[config.mk]
export PLATFORM = sky130hd
export DESIGN_NAME = led_pattern_player
export DESIGN_NICKNAME = d
export VERILOG_FILES = /design/src/rtl/led_pattern_player.sv
export SDC_FILE = /design/constraint.sdc
export NUM_CORES = 1
export LEC_CHECK = 0
export ABC_CLOCK_PERIOD_IN_PS = 3390
export BUFFER_PORTS_ARGS = -buffer_cell sky130_fd_sc_hd__buf_4
export CAP_MARGIN = 25
export CELL_PAD_IN_SITES_DETAIL_PLACEMENT = 1
export CELL_PAD_IN_SITES_GLOBAL_PLACEMENT = 1
export CORE_UTILIZATION = 49
export CTS_CLUSTER_SIZE = 14
export DETAILED_ROUTE_END_ITERATION = 10
export PLACE_DENSITY = 0.81
export SETUP_SLACK_MARGIN = 0.2
export SLEW_MARGIN = 20
export SYNTH_ARGS = -nofsm -noshare
export SYNTH_HDL_FRONTEND = slang
export SYNTH_SLANG_ARGS = --single-unit
[constraint.sdc]
create_clock -name clk -period 3.39 [get_ports clk]
set_clock_uncertainty 0.15 [all_clocks]
set_input_delay 0.339 -clock clk [delete_from_list [all_inputs] [get_ports clk]]
set_output_delay 0.339 -clock clk [all_outputs]
set_load 0.05 [all_outputs]
[src/rtl/led_pattern_player.sv]
// Plays one of NPAT stored LED patterns of DEPTH steps at a prescaled step rate.
// Define LED_PWM_EN to build the 16-level PWM brightness gate on LEDout (duty input).
module led_pattern_player #(
  parameter int LED_W     = 8,
  parameter int DEPTH     = 16,
  parameter int NPAT      = 4,
  parameter int FSEL_W    = 3,
  parameter int DIV_SHIFT = 20,
  localparam int AW       = $clog2(DEPTH),
  localparam int PW       = $clog2(NPAT)
) (
  input  logic              clk,
  input  logic              reset,
  input  logic [FSEL_W-1:0] Fsel,
  input  logic [PW-1:0]     Psel,
  input  logic [1:0]        mode,
  input  logic              run,
  input  logic [3:0]        duty,
  output logic [LED_W-1:0]  LEDout,
  output logic [AW-1:0]     step,
  output logic              wrap,
  output logic              done
);

  localparam int CW  = (1 << FSEL_W) - 1 + DIV_SHIFT;
  localparam int SHW = $clog2(CW + 1);
  localparam logic [AW-1:0] ZERO    = AW'(0);
  localparam logic [AW-1:0] ONE     = AW'(1);
  localparam logic [AW-1:0] LAST    = AW'(DEPTH - 1);
  localparam logic [AW-1:0] LAST_M1 = AW'(DEPTH - 2);

  typedef enum logic [1:0] {
    M_UP   = 2'b00,
    M_DOWN = 2'b01,
    M_PING = 2'b10,
    M_ONE  = 2'b11
  } mode_e;

  // Pattern image is a constant table: pattern index in the top bits, step index in the low bits.
  function automatic logic [LED_W-1:0] rom_word(input logic [PW+AW-1:0] addr);
    logic [LED_W-1:0] w;
    w = LED_W'(addr[AW-1:0]);
    w = w | (LED_W'(addr[PW+AW-1:AW]) << (LED_W - PW));
    return w;
  endfunction

  logic [CW-1:0]    cnt_r;
  logic [CW-1:0]    mask_s;
  logic [SHW-1:0]   sh_s;
  logic             tick_s;
  logic [AW-1:0]    step_r;
  logic [PW-1:0]    active_r;
  mode_e            mode_r;
  mode_e            mode_s;
  logic             dir_r;
  logic             done_r;
  logic             wrap_r;
  logic [LED_W-1:0] led_r;
  logic [LED_W-1:0] gate_s;
  logic [AW-1:0]    nxt_step_s;
  logic             nxt_dir_s;
  logic             nxt_done_s;
  logic             dir_eff_s;
  logic             pass_end_s;

  assign mode_s = mode_e'(mode);
  assign sh_s   = SHW'(Fsel) + SHW'(DIV_SHIFT);
  assign mask_s = ~({CW{1'b1}} << sh_s);
  assign tick_s = run && ((cnt_r & mask_s) == mask_s);

  // Prescaler: advances only while running, clears on the tick compare.
  always_ff @(posedge clk or negedge reset) begin
    if (!reset) begin
      cnt_r <= CW'(0);
    end else if (run) begin
      cnt_r <= tick_s ? CW'(0) : cnt_r + 1'b1;
    end
  end

  // Next step/dir for the current mode; a mode change recomputes the direction first.
  always_comb begin
    nxt_step_s = step_r;
    nxt_dir_s  = dir_r;
    nxt_done_s = done_r;
    pass_end_s = 1'b0;
    if (mode_s != mode_r) begin
      case (mode_s)
        M_DOWN:  dir_eff_s = 1'b0;
        M_PING:  dir_eff_s = (step_r != LAST);
        default: dir_eff_s = 1'b1;
      endcase
    end else begin
      dir_eff_s = dir_r;
    end
    case (mode_s)
      M_UP: begin
        nxt_step_s = step_r + ONE;
        nxt_dir_s  = 1'b1;
        pass_end_s = (step_r == LAST);
      end
      M_DOWN: begin
        nxt_step_s = step_r - ONE;
        nxt_dir_s  = 1'b0;
        pass_end_s = (step_r == ZERO);
      end
      M_PING: begin
        if (dir_eff_s) begin
          nxt_step_s = step_r + ONE;
          nxt_dir_s  = (step_r != LAST_M1);
        end else begin
          nxt_step_s = step_r - ONE;
          nxt_dir_s  = (step_r == ONE);
          pass_end_s = (step_r == ONE);
        end
      end
      M_ONE: begin
        nxt_step_s = (step_r == LAST) ? step_r : step_r + ONE;
        nxt_dir_s  = 1'b1;
        pass_end_s = (step_r == LAST_M1) || (step_r == LAST);
        nxt_done_s = pass_end_s;
      end
      default: begin
        nxt_step_s = step_r;
      end
    endcase
  end

  // Playback control: pattern only switches on a pass boundary, while paused, or after one-shot end.
  always_ff @(posedge clk or negedge reset) begin
    if (!reset) begin
      step_r   <= ZERO;
      active_r <= PW'(0);
      mode_r   <= M_UP;
      dir_r    <= 1'b1;
      done_r   <= 1'b0;
      wrap_r   <= 1'b0;
    end else if (run) begin
      wrap_r <= 1'b0;
      if (done_r && ((mode_s != M_ONE) || (Psel != active_r))) begin
        done_r   <= 1'b0;
        step_r   <= ZERO;
        active_r <= Psel;
        mode_r   <= mode_s;
        dir_r    <= (mode_s != M_DOWN);
      end else if (tick_s && !done_r) begin
        step_r <= nxt_step_s;
        dir_r  <= nxt_dir_s;
        done_r <= nxt_done_s;
        mode_r <= mode_s;
        wrap_r <= pass_end_s;
        if (pass_end_s) begin
          active_r <= Psel;
        end
      end
    end else begin
      wrap_r   <= 1'b0;
      active_r <= Psel;
    end
  end

`ifdef LED_PWM_EN
  logic [3:0] pwm_r;

  // Free-running brightness counter.
  always_ff @(posedge clk or negedge reset) begin
    if (!reset) begin
      pwm_r <= 4'd0;
    end else begin
      pwm_r <= pwm_r + 4'd1;
    end
  end

  assign gate_s = {LED_W{pwm_r <= duty}};
`else
  logic duty_unused_s;
  assign duty_unused_s = ^duty;
  assign gate_s        = {LED_W{1'b1}};
`endif

  // Synchronous ROM read doubles as the LED output register; frozen while paused.
  always_ff @(posedge clk or negedge reset) begin
    if (!reset) begin
      led_r <= LED_W'(0);
    end else if (run) begin
      led_r <= rom_word({active_r, step_r}) & gate_s;
    end
  end

  assign LEDout = led_r;
  assign step   = step_r;
  assign wrap   = wrap_r;
  assign done   = done_r;

endmodule

# ---- After elaboration in Yosys (flattened, before gate mapping)
# Index checks and enable logic that the tools add are counted.
dict set report totals {
  reg_bits 46
  latch_bits 0
  mem_bits_rw 0
  romBits 0
  inputBits 14
  memories 0
}
dict set report op_classes {
  add_sub_neg 4
  n_mul 0
  n_div 0
  order_cmp 0
  eq_ne 16
  n_shift 1
  n_mux 26
  bitwise_logic 3
  reduce_logical 15
}
# cell count
set op_table {}
lappend op_table {{$add A27 B1 Y27 const B} 1}
lappend op_table {{$and A27 B27 Y27} 1}
lappend op_table {{$eq A27 B27 Y1} 1}
lappend op_table {{$mux W27} 1}
lappend op_table {{$not A27 Y27} 1}
lappend op_table {{$shl A27 B5 Y27 const A} 1}
lappend op_table {{$mux W4} 4}
lappend op_table {{$pmux W4 S4} 1}
lappend op_table {{$mux W2} 6}
lappend op_table {{$mux W1} 11}
lappend op_table {{$eq A4 B4 Y1 const B} 2}
lappend op_table {{$ne A4 B4 Y1 const B} 2}
lappend op_table {{$or A4 B8 Y8} 1}
lappend op_table {{$ne A3 B1 Y1 const B} 2}
lappend op_table {{$reduce_and A3 Y1} 2}
lappend op_table {{$add A3 B5 Y5 const B} 1}
lappend op_table {{$add A4 B1 Y4 const B} 1}
lappend op_table {{$eq A2 B2 Y1 const B} 2}
lappend op_table {{$eq A4 B1 Y1 const B} 1}
lappend op_table {{$logic_not A4 Y1} 1}
lappend op_table {{$ne A2 B2 Y1} 2}
lappend op_table {{$pmux W1 S4} 1}
lappend op_table {{$reduce_and A2 Y1} 2}
lappend op_table {{$reduce_bool A2 Y1} 2}
lappend op_table {{12 further kinds} 15}

# ---- Longest topological paths before layout
# Gate-level depths: netlist (run 1).
dict set report depth {
  ltp_word 10
  mapped_depth 10
  mapped_depth_nobuf 9
}

# ---- Worst setup path before layout (run 1)
# OpenSTA, ideal clock, no wires.
dict set report synth_path {
  path_kind {reg-to-reg}
  startpoint {register step_r[0] (netlist: step[0])}
  endpoint {register active_r[0]}
  setup_time_ns 0.125
  arrival_ns 2.277
  required_ns 3.115
  path_slack_ns 0.838
  stages_incl_launch_ff 10
  path_buffers 0
  synth_period_minus_slack_ns 2.552
  path_cell_list {dfrtp_1 inv_1 ha_1 o2111ai_1 inv_1 a311oi_1 a22o_1 nor3_2 or2_1 mux2_2}
}
dict set report synth_between {
  elab_chain_len 7
  word_cells_on_any_way 12
}
# element line
set synth_lines {}
lappend synth_lines {{from (decl)} 51} ;# logic [AW-1:0] step_r;
lappend synth_lines {{from (signal assigned)} 146} ;# step_r <= nxt_step_s;
lappend synth_lines {{$ne A4 B4 Y1} 89} ;# M_PING: dir_eff_s = (step_r != LAST);
lappend synth_lines {{$pmux W1 S2} 87} ;# case (mode_s)
lappend synth_lines {{$mux W1} 86} ;# if (mode_s != mode_r) begin
lappend synth_lines {{$mux W1} 107} ;# if (dir_eff_s) begin
lappend synth_lines {{$pmux W1 S4 *} 95} ;# case (mode_s)
lappend synth_lines {{$ne A3 B1 Y1 (no line) *} n/a}
lappend synth_lines {{$reduce_and A2 Y1 (no line) *} n/a}
lappend synth_lines {{to (signal assigned)} 142} ;# active_r <= Psel;
lappend synth_lines {{to (signal assigned)} 152} ;# active_r <= Psel;
lappend synth_lines {{to (signal assigned)} 157} ;# active_r <= Psel;
lappend synth_lines {{to (decl)} 52} ;# logic [PW-1:0] active_r;
# Every way passes the cells marked *; elsewhere a longest branch is shown, timed or not.
# A chain may end at the register's enable or synchronous reset.

# ---- Worst setup path after layout (run 1)
dict set report layout_path {
  startpoint {register step_r[0] (netlist: step[0])}
  endpoint {register step_r[3] (netlist: step[3])}
}
dict set report layout_between {
  elab_chain_len 7
  word_cells_on_any_way 13
}
# element line
set layout_lines {}
lappend layout_lines {{$ne A4 B4 Y1} 89}
lappend layout_lines {{$pmux W1 S2} 87}
lappend layout_lines {{$mux W1} 86}
lappend layout_lines {{$mux W4} 107}
lappend layout_lines {{$pmux W4 S4} 95}
lappend layout_lines {{$mux W4} 145} ;# end else if (tick_s && !done_r) begin
lappend layout_lines {{$mux W4} 139} ;# if (done_r && ((mode_s != M_ONE) || (Psel != active_r))) begin
# Several ways; a longest one is shown, not always the timed one. The select of a mux whose other input is x is not followed.

==> results of run 1 <==
-- worst register-to-register path: stages, from the launching register on --
cell                       delay [ns]
sky130_fd_sc_hd__dfrtp_1         0.54
sky130_fd_sc_hd__ha_1            0.37
sky130_fd_sc_hd__nand3_1         0.22
sky130_fd_sc_hd__a21oi_1         0.27
sky130_fd_sc_hd__or2_2           0.17
sky130_fd_sc_hd__mux2i_1         0.19
sky130_fd_sc_hd__o221ai_1        0.14
sky130_fd_sc_hd__a311oi_1        0.31
sky130_fd_sc_hd__o21ai_0         0.12
-- cell usage in the layout (no fill, tap or decap), drive strengths merged, types with 4 or more instances in the layout --
| master | synthesis | layout |
|---|---|---|
| nand3 | 13 | 13 |
| buf | 7 | 22 |
| nor2 | 26 | 26 |
| xnor2 | 14 | 14 |
| dfrtp | 43 | 43 |
| mux2 | 10 | 10 |
| nand2 | 32 | 32 |
| nand2b | 4 | 4 |
| xor2 | 10 | 10 |
| ha | 10 | 10 |
| a21oi | 12 | 12 |
| inv | 12 | 12 |
| and3 | 5 | 5 |
| clkbuf | 5 | 7 |
| nand4 | 4 | 4 |
| o21ai | 12 | 12 |
-- logic make-up after synthesis --
kind of cell,count (synthesis)
xor+xnor,24
compound gates,47
fa+ha+maj,10
mux,13
other cells,1
flops,44
simple gates,108
buf+inv,24
-- flip-flops by register name, indices dropped and copies added, names as in the netlist --
register	cells
cnt_r	27
LEDout	6
step	4
active_r	2
mode_r	2
dir_r	1
done	1
wrap	1
-- per-stage QoR --
stage	instances	worst slack (ns)	instance area [um2]
6_report	361	0.7973	2927
5_1_grt	361	0.5579	2927
4_1_cts	361	0.7795	2927
3_5_place_dp	352	0.7649	2790
3_3_place_gp	352	0.7943	2790
2_1_floorplan	272	0.8381	2604
-- cell type report --
cell class / count / share of cell area [%]
Timing Repair Buffer: 23 / 5.985
Clock buffer: 7 / 3.292
Sequential cell: 44 / 37.67
Tap cell: 70 / 2.993
Inverter: 12 / 1.539
Clock inverter: 1 / 1.026
Multi-Input combinational cell: 204 / 47.50
-- path summary, 6_finish.rpt --
| path | end | slack (ns) | startpoint | cells after the start |
|---|---|---|---|---|
| setup / recovery | step[3] | 0.80 | step[0] | 8 |
| hold / removal | active_r[0] | 0.14 | Psel[0] | 2 |
| setup reg to reg | step[3] | 0.80 | step[0] | 8 |
| hold reg to reg | cnt_r[12] | 0.32 | cnt_r[12] | 1 |
| max in group asynchronous | cnt_r[10] | 2.24 | reset | 2 |
| min in group asynchronous | LEDout[3] | 0.45 | reset | 2 |
-- power groups by stage --
stage	clock [mW]	sequential (mW)	combinational (mW)
3_3_place_gp	0	0.608	0.147
4_1_cts	0.454	0.601	0.160
2_1_floorplan	0	0.612	0.0971
6_report	0.446	0.601	0.158
5_1_grt	0.474	0.607	0.175
3_5_place_dp	0	0.610	0.154
-- metal layers --
metal  up-vias  global-route usage [%]
met4         0                   7.338
met3         8                   4.016
met1       996                   31.11
met5         -                       0
li1        979                       -
met2        36                   38.44
-- what timing repair did --
item,CTS,global route
endpoints found under the setup margin,0,0
buffers inserted,0,0
hold endpoints to repair,43,0
hold buffers,1,0
==> PnR_summary.wiki, run 1 <==
{| class="wikitable"
! Metric !! Value
|-
| CTS max path bufs || 2
|-
| Detailed route wirelength on metal2 || 2.751 mm
|-
| Relative slew slack || about 61%
|-
| CP Class || reg2reg
|-
| Global-route wire length before repair || 9.936 mm
|-
| Detailed Route WL || approximately 5.9 mm
|-
| Die Span Y || roughly 75 um
|-
| Ports placed on the boundary || 28
|-
| Setup repair after global routing missed its margin || false
|-
| Clock power frac || a little under two fifths
|-
| Most numerous cell in the Yosys netlist || sky130_fd_sc_hd__dfrtp_1
|-
| Gpl congestion || ~0.76
|-
| Area share of and/or/nand/nor cells after synthesis || 22.09%
|-
| Mux cell area share after synthesis || 5.486%
|-
| Kind of capture point of the worst setup path || flop
|-
| Reported max-cap violation count || 0
|-
| Total number of yosys warnings || 0
|-
| Critical path required time || 3.42 ns
|-
| Synthesized area divided by synthesized cell count || 9.594 um2
|-
| Synthesized instance count || about 270
|-
| Total global-route track usage || 23.25%
|-
| Synth area leaders || sky130_fd_sc_hd__dfrtp_1, sky130_fd_sc_hd__ha_1, sky130_fd_sc_hd__xnor2_1
|-
| TritonCTS sink count || between 40 and 50
|-
| Horizontal extent of the die || ~75 um
|-
| Power Dens Cells || between 400 and 500 nW/um2
|-
| Clock slew at reported path FFs || roughly 0.080 ns
|-
| Hold_ws || between 0.1 and 0.15 ns
|-
| Final TNS setup || 0 ns
|-
| Status || finished, final reports clean
|-
| Synth async-reset ratio || 100.0%
|-
| Fmax || 385.7 MHz
|-
| Critical path, cell by cell || ha_1 -> nand3_1 -> a21oi_1 -> or2_2 -> mux2i_1 -> o221ai_1 -> a311oi_1 -> o21ai_0
|-
| Sw power || around 0.32 mW
|-
| Via count of the routed design || 2019
|-
| Final hold violation count || 0
|-
| Share of final-layout standard cells stronger than drive strength 1 || roughly 18%
|-
| DP Wirelength || ~4.1 mm
|-
| Biggest cell delay along the critical path || between 0.5 and 0.6 ns
|-
| Most instantiated cells after synthesis || sky130_fd_sc_hd__dfrtp_1, sky130_fd_sc_hd__nand2_1, sky130_fd_sc_hd__nor2_1
|-
| Critical path peak fanout || 10
|-
| Number of antenna repair diodes || 0
|-
| Max VDD drop || 204.6 uV
|-
| Initial core utilization || 50.91%
|-
| Worst path slowest cell || sky130_fd_sc_hd__dfrtp_1
|-
| Die area || around 5600 um2
|-
| Hold crit path type || in2reg
|-
| Total setup violations reported at the end of the flow || 0
|-
| Most used flip-flop cell after synthesis || sky130_fd_sc_hd__dfrtp_1
|-
| Antenna viol nets, final || 0
|-
| Clock latency on the worst-skew pair || around 0.30 ns
|-
| Post-Synth XOR/XNOR Area || 8.085%
|-
| Via-to-Cell Ratio || approximately 5.6
|-
| Total core area || ~5000 um2
|-
| DRC violations left || 0
|-
| Routed wl met3 || roughly 150 um
|-
| Total power draw || 1.205 mW
|-
| # nets final || between 300 and 400
|-
| Top metal layer carrying routed signals || met4
|-
| Worst path top cell family by delay || compound AO/OA/AOI/OAI gates
|-
| Number of search-and-repair iterations in the first detailed-routing pass || 4
|-
| Period utilization || 76.48%
|-
| Vias in the first global route || between 2000 and 2500
|-
| Area taken by flip-flops and latches || roughly 1100 um2
|-
| Wire length on met1 || slightly below 3 mm
|-
| Portion of the post-synthesis area used by sequential elements || 42.40%
|-
| Fill count || approximately 600
|-
| Layout overhead on the synthesized area || 12.56%
|-
| Unique cell type count in the Yosys netlist || 58
|-
| Crit path arrival time || 2.62 ns
|-
| Antenna violations before repair || 0
|-
| Buffering stage count on the worst path with inverters included || 0
|-
| Reg power frac || between 40% and 50%
|-
| Startpoint class of the critical path || flop
|-
| Number of enable flip-flop cells after synthesis || 0
|-
| Combinational fraction of design power || between 10% and 20%
|-
| Leakage power summed over all cells || approximately 1.3 nW
|-
| Final global-route overflow total || 0
|-
| Complex-gate fraction of the synthesized area || roughly 13%
|-
| Cell at the root of the clock tree || sky130_fd_sc_hd__clkbuf_8
|-
| Post-synthesis adder-cell area fraction || between 4 and 5%
|-
| Fin crit period || around 2.6 ns
|-
| Number of gates resized after CTS || 0
|-
| Slew Viols, Final || 0
|-
| Clock tree from TritonCTS || done
|-
| Initial drt markers || 88
|-
| Main combinational cell family by area after synthesis || simple AND/OR/NAND/NOR gates
|-
| Total of flip-flops plus latches after synthesis || 44
|-
| Net switching share of the total power || 26.63%
|-
| Number of buffers added by the clock tree synthesis step || 5
|-
| Core utilization of the finished layout || approximately 57%
|-
| Post-synthesis cell type with the largest combined area || sky130_fd_sc_hd__dfrtp_1
|-
| Multi-input logic area || ~1400 um2
|-
| Std cell rows || 26
|-
| Internal || 0.8842 mW
|-
| Combined area of all synthesized cells || 2600 um2
|-
| Slew of the pin with the lowest slew margin || ~0.59 ns
|-
| IO Port Bufs || 21
|-
| Pin count of the biggest net entering global routing || 45
|-
| H-tree levels || 2
|-
| Average wire length per cell after detail routing || between 15 and 20 um
|-
| Post-synth top area share || roughly two fifths
|}
Note: power is estimated with default switching activity, not from simulation.
==> inputs of run 2 (changes only) <==
- ABC_CLOCK_PERIOD_IN_PS: 3390 -> 2700
- CORE_UTILIZATION: 49 -> 45
- PLACE_DENSITY: 0.81 -> 0.75
- clock period: 3.39 -> 2.7 ns (I/O delays scaled with it)
==> run 2 against run 1 <==
  * Global-route usage shrank 2.0 points
  * First-iteration DRC count shrank 40%
  * Critical path depth is the same
  * Combinational power grew 30%
  * Register-to-register slack lost 0.40 ns
  * Final area grew 2.1%
  * Clock power grew 22%
  * Final cell count grew 2.5%
  * Wire length shrank 0.54%
==> PnR_summary.wiki, run 2 (synthesized netlist as in run 1, its figures left out) <==
{| class="wikitable"
! Metric !! Value
|-
| Ports placed on the boundary || 28 (unchanged)
|-
| Number of buffers added by the clock tree synthesis step || 5 (unchanged)
|-
| Number of cells on the worst reg-to-reg path || 8 (unchanged)
|-
| Total power draw || 1.500 mW (+24%)
|-
| Number of search-and-repair iterations in the first detailed-routing pass || 4 (unchanged)
|-
| Fill count || 648 (+7.6%)
|-
| Max VDD drop || 302.6 uV (+48%)
|-
| H-tree levels || 2 (unchanged)
|-
| Origin of the worst setup path || cnt_r[1]
|-
| Antenna viol nets, final || 0 (unchanged)
|-
| Slew of the pin with the lowest slew margin || 0.5738 ns (-0.01839 ns)
|-
| Average wire length per cell after detail routing || 15.89 um (-3.0%)
|-
| Cell total after placement || 357 (+1.4%)
|-
| Number of antenna repair diodes || 0 (unchanged)
|-
| Total global-route track usage || 21.22% (-2.0 points)
|-
| Vias in the first global route || 2090 (-1.5%)
|-
| Via-to-Cell Ratio || 5.443 (-2.7%)
|-
| Horizontal extent of the die || 78.01 um (+4.2%)
|-
| Pre-CTS setup slack || 0.3041 ns (-0.4608 ns)
|-
| R2R Path Start || cnt_r[1]
|-
| IO Port Bufs || 21 (unchanged)
|-
| CP Class || reg2reg
|-
| Reported max-cap violation count || 0 (unchanged)
|-
| Total setup violations reported at the end of the flow || 0 (unchanged)
|-
| Gpl congestion || 0.7725 (+1.4%)
|-
| Layout overhead on the synthesized area || 14.87%
|-
| Fmax || 434.7 MHz (+13%)
|-
| Status || finished, final reports clean
|-
| Total core area || 5540 um2 (+8.5%)
|-
| Cell at the root of the clock tree || sky130_fd_sc_hd__clkbuf_8
|-
| Final global-route overflow total || 0 (unchanged)
|-
| Std cell rows || 27 (+3.8%)
|-
| Critical path required time || 2.74 ns (-0.68 ns)
|-
| Post-route setup slack || 0.3993 ns (-0.3980 ns)
|-
| Crit path arrival time || 2.34 ns (-0.28 ns)
|-
| Die area || 6086 um2 (+8.6%)
|-
| Clock tree from TritonCTS || done
|-
| CTS max path bufs || 2 (unchanged)
|-
| Reg2reg end || active_r[1]
|-
| Period utilization || 85.21% (+8.7 points)
|-
| Detailed Route WL || 5.880 mm (-0.54%)
|-
| Leakage power summed over all cells || 1.342 nW (+2.0%)
|-
| Worst R2R Setup Slack || 0.40 ns (-0.40 ns)
|-
| Hold_ws || 0.06760 ns (-0.07262 ns)
|-
| Critical path peak fanout || 5 (-5)
|-
| Startpoint class of the critical path || flop
|-
| Post-route design area || 2987 um2 (+2.1%)
|-
| Clock slew at reported path FFs || 0.09 ns (about the same)
|-
| Logic depth of the worst path, buffers included || 8 (unchanged)
|-
| Worst setup path endpoint || active_r[1]
|-
| Top register by number of flip-flops || cnt_r
|-
| Global-route wire length before repair || 10.13 mm (+1.9%)
|-
| Relative slew slack || 61.75% (+1.2 points)
|-
| Worst path top cell family by delay || simple AND/OR/NAND/NOR gates
|-
| Biggest cell delay along the critical path || 0.38 ns (-0.16 ns)
|-
| Placement Cell Area || 2816 um2 (+0.94%)
|-
| Via count of the routed design || 2014 (-0.25%)
|-
| Power Dens Cells || 502.3 nW/um2 (+22%)
|-
| Flip-flop count of the largest register, all copies and words added || 27 (unchanged)
|-
| Fin crit period || 2.301 ns (-0.2920 ns)
|-
| Most common library cell in the layout ignoring fill and taps || sky130_fd_sc_hd__dfrtp_1
|-
| DP Wirelength || 4.208 mm (+3.5%)
|-
| Setup repair after global routing missed its margin || false
|-
| Core utilization of the finished layout || 53.91% (-3.4 points)
|-
| Die Span Y || 78.01 um (+4.2%)
|-
| Final hold violation count || 0 (unchanged)
|-
| DRC violations left || 0 (unchanged)
|-
| Hold crit path type || in2reg
|-
| Finished Layout Cells || 370 (+2.5%)
|-
| Antenna violations before repair || 0 (unchanged)
|-
| Initial core utilization || 46.93% (-4.0 points)
|-
| Kind of capture point of the worst setup path || flop
|-
| Commonest cells after routing, fill and taps aside || sky130_fd_sc_hd__dfrtp_1, sky130_fd_sc_hd__nand2_1, sky130_fd_sc_hd__buf_4, sky130_fd_sc_hd__nor2_1, sky130_fd_sc_hd__xnor2_1
|-
| Share of final-layout standard cells stronger than drive strength 1 || 21.14% (+3.3 points)
|-
| Initial drt markers || 53 (-40%)
|-
| Final TNS setup || 0 ns (unchanged)
|-
| TritonCTS sink count || 44 (unchanged)
|-
| Slew Viols, Final || 0 (unchanged)
|-
| Buffering stage count on the worst path with inverters included || 0 (unchanged)
|-
| Pin count of the biggest net entering global routing || 45 (unchanged)
|-
| # nets final || 321 (+2.2%)
|-
| Worst path slowest cell || sky130_fd_sc_hd__dfrtp_1
|-
| Critical path, cell by cell || ha_1 -> and4_4 -> nand2_1 -> nor4_2 -> nand3b_1 -> nor3_2 -> or2_1 -> mux2_2
|-
| Clock latency on the worst-skew pair || 0.30 ns (about the same)
|}
[run 2: how the worst min path moves through the flow]
stage | slack [ns] | from | cells after the start | end
finish | 0.07 | Psel[0] | 2 | active_r[0]
global route | 0.06 | Psel[0] | 2 | active_r[0]
CTS | 0.06 | Psel[0] | 2 | active_r[0]
detailed placement | 0.16 | reset | 1 | mode_r[1]
global placement | 0.15 | reset | 1 | mode_r[1]
floorplan | -0.18 | reset | 0 | LEDout[0]
[run 2: metal layers]
metal,vias up,share of wire [%],GRT usage [%]
li1,990,-,-
met1,990,50,28.61
met2,27,45,34.25
met3,7,3.3,4.186
met4,0,1.5,7.037
met5,-,0,0
[run 2: area by class of cell]
class	instances	area, um2	area share [%]
clock buffer	6	82.58	2.765
clock inverter	2	38.79	1.299
inverter	12	45.04	1.508
multi-input combinational	204	1399	46.84
sequential	44	1104	36.95
tap	72	90.09	3.016
timing repair buffer	30	227.7	7.625
[run 2: report_power, final]
part | internal, mW | switching, mW | total [mW]
sequential | 0.704 | 0.0469 | 0.751
clock | 0.303 | 0.240 | 0.542
combinational | 0.0882 | 0.118 | 0.206
[run 2: timing repair]
item / CTS / global route
buffers inserted: 0 / 4
hold endpoints to repair: 43 / 0
resized for setup: 0 / 4
endpoints found under the setup margin: 0 / 8
hold buffers: 1 / 0
==> inputs of run 3 (changes only) <==
- CTS_BUF_LIST: default -> sky130_fd_sc_hd__clkbuf_8 sky130_fd_sc_hd__clkbuf_16
- MAX_ROUTING_LAYER: default -> met4
==> run 3 against run 2 <==
  * Via count down 0.15%
  * Sequential cell count unchanged
  * Final cell count unchanged
  * Final area unchanged
  * Critical endpoint unchanged
  * Highest routed layer unchanged
==> PnR_summary.wiki, run 3 (synthesized netlist as in run 1, its figures left out) <==
{| class="wikitable"
! Metric !! Value
|-
| TritonCTS sink count || 44 (unchanged)
|-
| Reported max-cap violation count || 0 (unchanged)
|-
| Final TNS setup || 0 ns (unchanged)
|-
| Slew of the pin with the lowest slew margin || 0.5738 ns (+0.00003248 ns)
|-
| Leakage power summed over all cells || 1.342 nW (unchanged)
|-
| Critical path peak fanout || 5 (unchanged)
|-
| Routed wl met3 || 169 um (-12%)
|-
| Ports placed on the boundary || 28 (unchanged)
|-
| Worst path slowest cell || sky130_fd_sc_hd__dfrtp_1
|-
| Relative slew slack || 61.75% (about the same)
|-
| Hold crit path type || in2reg
|-
| Number of search-and-repair iterations in the first detailed-routing pass || 4 (unchanged)
|-
| Vias in the first global route || 2095 (+0.24%)
|-
| Number of buffers added by the clock tree synthesis step || 5 (unchanged)
|-
| Setup repair after global routing missed its margin || false
|-
| Top register by number of flip-flops || cnt_r
|-
| Global-route wire length before repair || 10.13 mm (unchanged)
|-
| Total setup violations reported at the end of the flow || 0 (unchanged)
|-
| Die Span Y || 78.01 um (unchanged)
|-
| Flip-flop count of the largest register, all copies and words added || 27 (unchanged)
|-
| Status || finished, final reports clean
|-
| Final global-route overflow total || 0 (unchanged)
|-
| Critical path required time || 2.74 ns (about the same)
|-
| Antenna viol nets, final || 0 (unchanged)
|-
| Average wire length per cell after detail routing || 15.90 um (about the same)
|-
| Horizontal extent of the die || 78.01 um (unchanged)
|-
| CTS max path bufs || 2 (unchanged)
|-
| Wire length on met1 || 2.959 mm (+0.20%)
|-
| Kind of capture point of the worst setup path || flop
|-
| Antenna violations before repair || 0 (unchanged)
|-
| DRC violations left || 0 (unchanged)
|-
| Std cell rows || 27 (unchanged)
|-
| Fill count || 648 (unchanged)
|-
| Total core area || 5540 um2 (unchanged)
|-
| Clock latency on the worst-skew pair || 0.30 ns (about the same)
|-
| Pin count of the biggest net entering global routing || 45 (unchanged)
|-
| Initial drt markers || 48 (-9.4%)
|-
| Number of antenna repair diodes || 0 (unchanged)
|-
| Total power draw || 1.499 mW (about the same)
|-
| H-tree levels || 2 (unchanged)
|-
| DP Wirelength || 4.208 mm (unchanged)
|-
| Final hold violation count || 0 (unchanged)
|-
| Critical path, cell by cell || ha_1 -> and4_4 -> nand2_1 -> nor4_2 -> nand3b_1 -> nor3_2 -> or2_1 -> mux2_2
|-
| Hold_ws || 0.06759 ns (-0.000006200 ns)
|-
| Commonest cells after routing, fill and taps aside || sky130_fd_sc_hd__dfrtp_1, sky130_fd_sc_hd__nand2_1, sky130_fd_sc_hd__buf_4, sky130_fd_sc_hd__nor2_1, sky130_fd_sc_hd__xnor2_1
|-
| Post-route design area || 2987 um2 (unchanged)
|-
| Via-to-Cell Ratio || 5.435 (-0.15%)
|-
| IO Port Bufs || 21 (unchanged)
|-
| Detailed Route WL || 5.882 mm (about the same)
|-
| Total global-route track usage || 21.82% (+0.60 points)
|-
| Crit path arrival time || 2.34 ns (about the same)
|-
| Initial core utilization || 46.93% (unchanged)
|-
| Gpl congestion || 0.7830 (+1.4%)
|-
| Detailed route wirelength on metal2 || 2.664 mm (+0.72%)
|-
| Layout overhead on the synthesized area || 14.87% (unchanged)
|-
| Most common library cell in the layout ignoring fill and taps || sky130_fd_sc_hd__dfrtp_1
|-
| Clock slew at reported path FFs || 0.08 ns (about the same)
|-
| Max VDD drop || 302.4 uV (about the same)
|-
| Biggest cell delay along the critical path || 0.38 ns (about the same)
|-
| Fin crit period || 2.299 ns (-0.002104 ns)
|-
| Clock tree from TritonCTS || done
|-
| Core utilization of the finished layout || 53.91% (unchanged)
|-
| Period utilization || 85.13% (about the same)
|-
| Top metal layer carrying routed signals || met4
|-
| # nets final || 321 (unchanged)
|-
| Slew Viols, Final || 0 (unchanged)
|-
| Placement Cell Area || 2816 um2 (unchanged)
|-
| Cell at the root of the clock tree || sky130_fd_sc_hd__clkbuf_8
|-
| Fmax || 435.0 MHz (about the same)
|-
| Via count of the routed design || 2011 (-0.15%)
|-
| Die area || 6086 um2 (unchanged)
|-
| CP Class || reg2reg
|-
| Power Dens Cells || 501.9 nW/um2 (about the same)
|-
| Share of final-layout standard cells stronger than drive strength 1 || 21.14% (unchanged)
|-
| Startpoint class of the critical path || flop
|}
## run 3: final timing paths
check                      startpoint          end  slack (ns)  cells past startpoint
setup / recovery             cnt_r[0]  active_r[1]        0.40                      8
hold / removal                Psel[0]  active_r[0]        0.07                      2
setup reg to reg             cnt_r[0]  active_r[1]        0.40                      8
hold reg to reg             cnt_r[16]    cnt_r[16]        0.33                      1
max in group asynchronous       reset      step[0]        1.62                      2
min in group asynchronous       reset    mode_r[1]        0.35                      2
## run 3: repair_timing
action | in CTS | in global routing
setup endpoints to repair | 0 | 8
buffers inserted | 0 | 4
gates resized for setup | 0 | 4
endpoints found under the hold margin | 43 | 0
hold buffers | 1 | 0
## run 3: through the flow
step,std cells,setup WS (ns)
3_3_place_gp,357,0.3380
6_report,370,0.4014
5_1_grt,370,0.1912
2_1_floorplan,272,0.2495
4_1_cts,366,0.2851
3_5_place_dp,357,0.3041
## run 3: worst max-delay path, delay by kind of cell, from the launching register on
family | cells | cell delay, ns
and+or+nand+nor | 6 | 1.14
DFF | 1 | 0.38
muxes | 1 | 0.33
adders and majority gates | 1 | 0.18
## run 3: layout make-up
class                           instances  area (um2)  share of cell area (%)
Multi-Input combinational cell        204        1399                   46.84
Sequential cell                        44        1104                   36.95
Timing Repair Buffer                   30       227.7                   7.625
Tap cell                               72       90.09                   3.016
Clock buffer                            6       82.58                   2.765
Inverter                               12       45.04                   1.508
Clock inverter                          2       38.79                   1.299
## run 3: where the power goes
part / internal [mW] / switching, mW / leakage [nW]
clock: 0.303 / 0.240 / 0.0614
sequential: 0.704 / 0.0457 / 0.583
combinational: 0.0883 / 0.118 / 0.698
total: 1.10 / 0.404 / 1.34
## run 3: per-layer routing
| metal | track usage (%) | vias up |
|---|---|---|
| li1 | - | 991 |
| met1 | 28.76 | 986 |
| met2 | 34.34 | 27 |
| met3 | 3.837 | 7 |
| met4 | 7.037 | 0 |
| met5 | - | - |
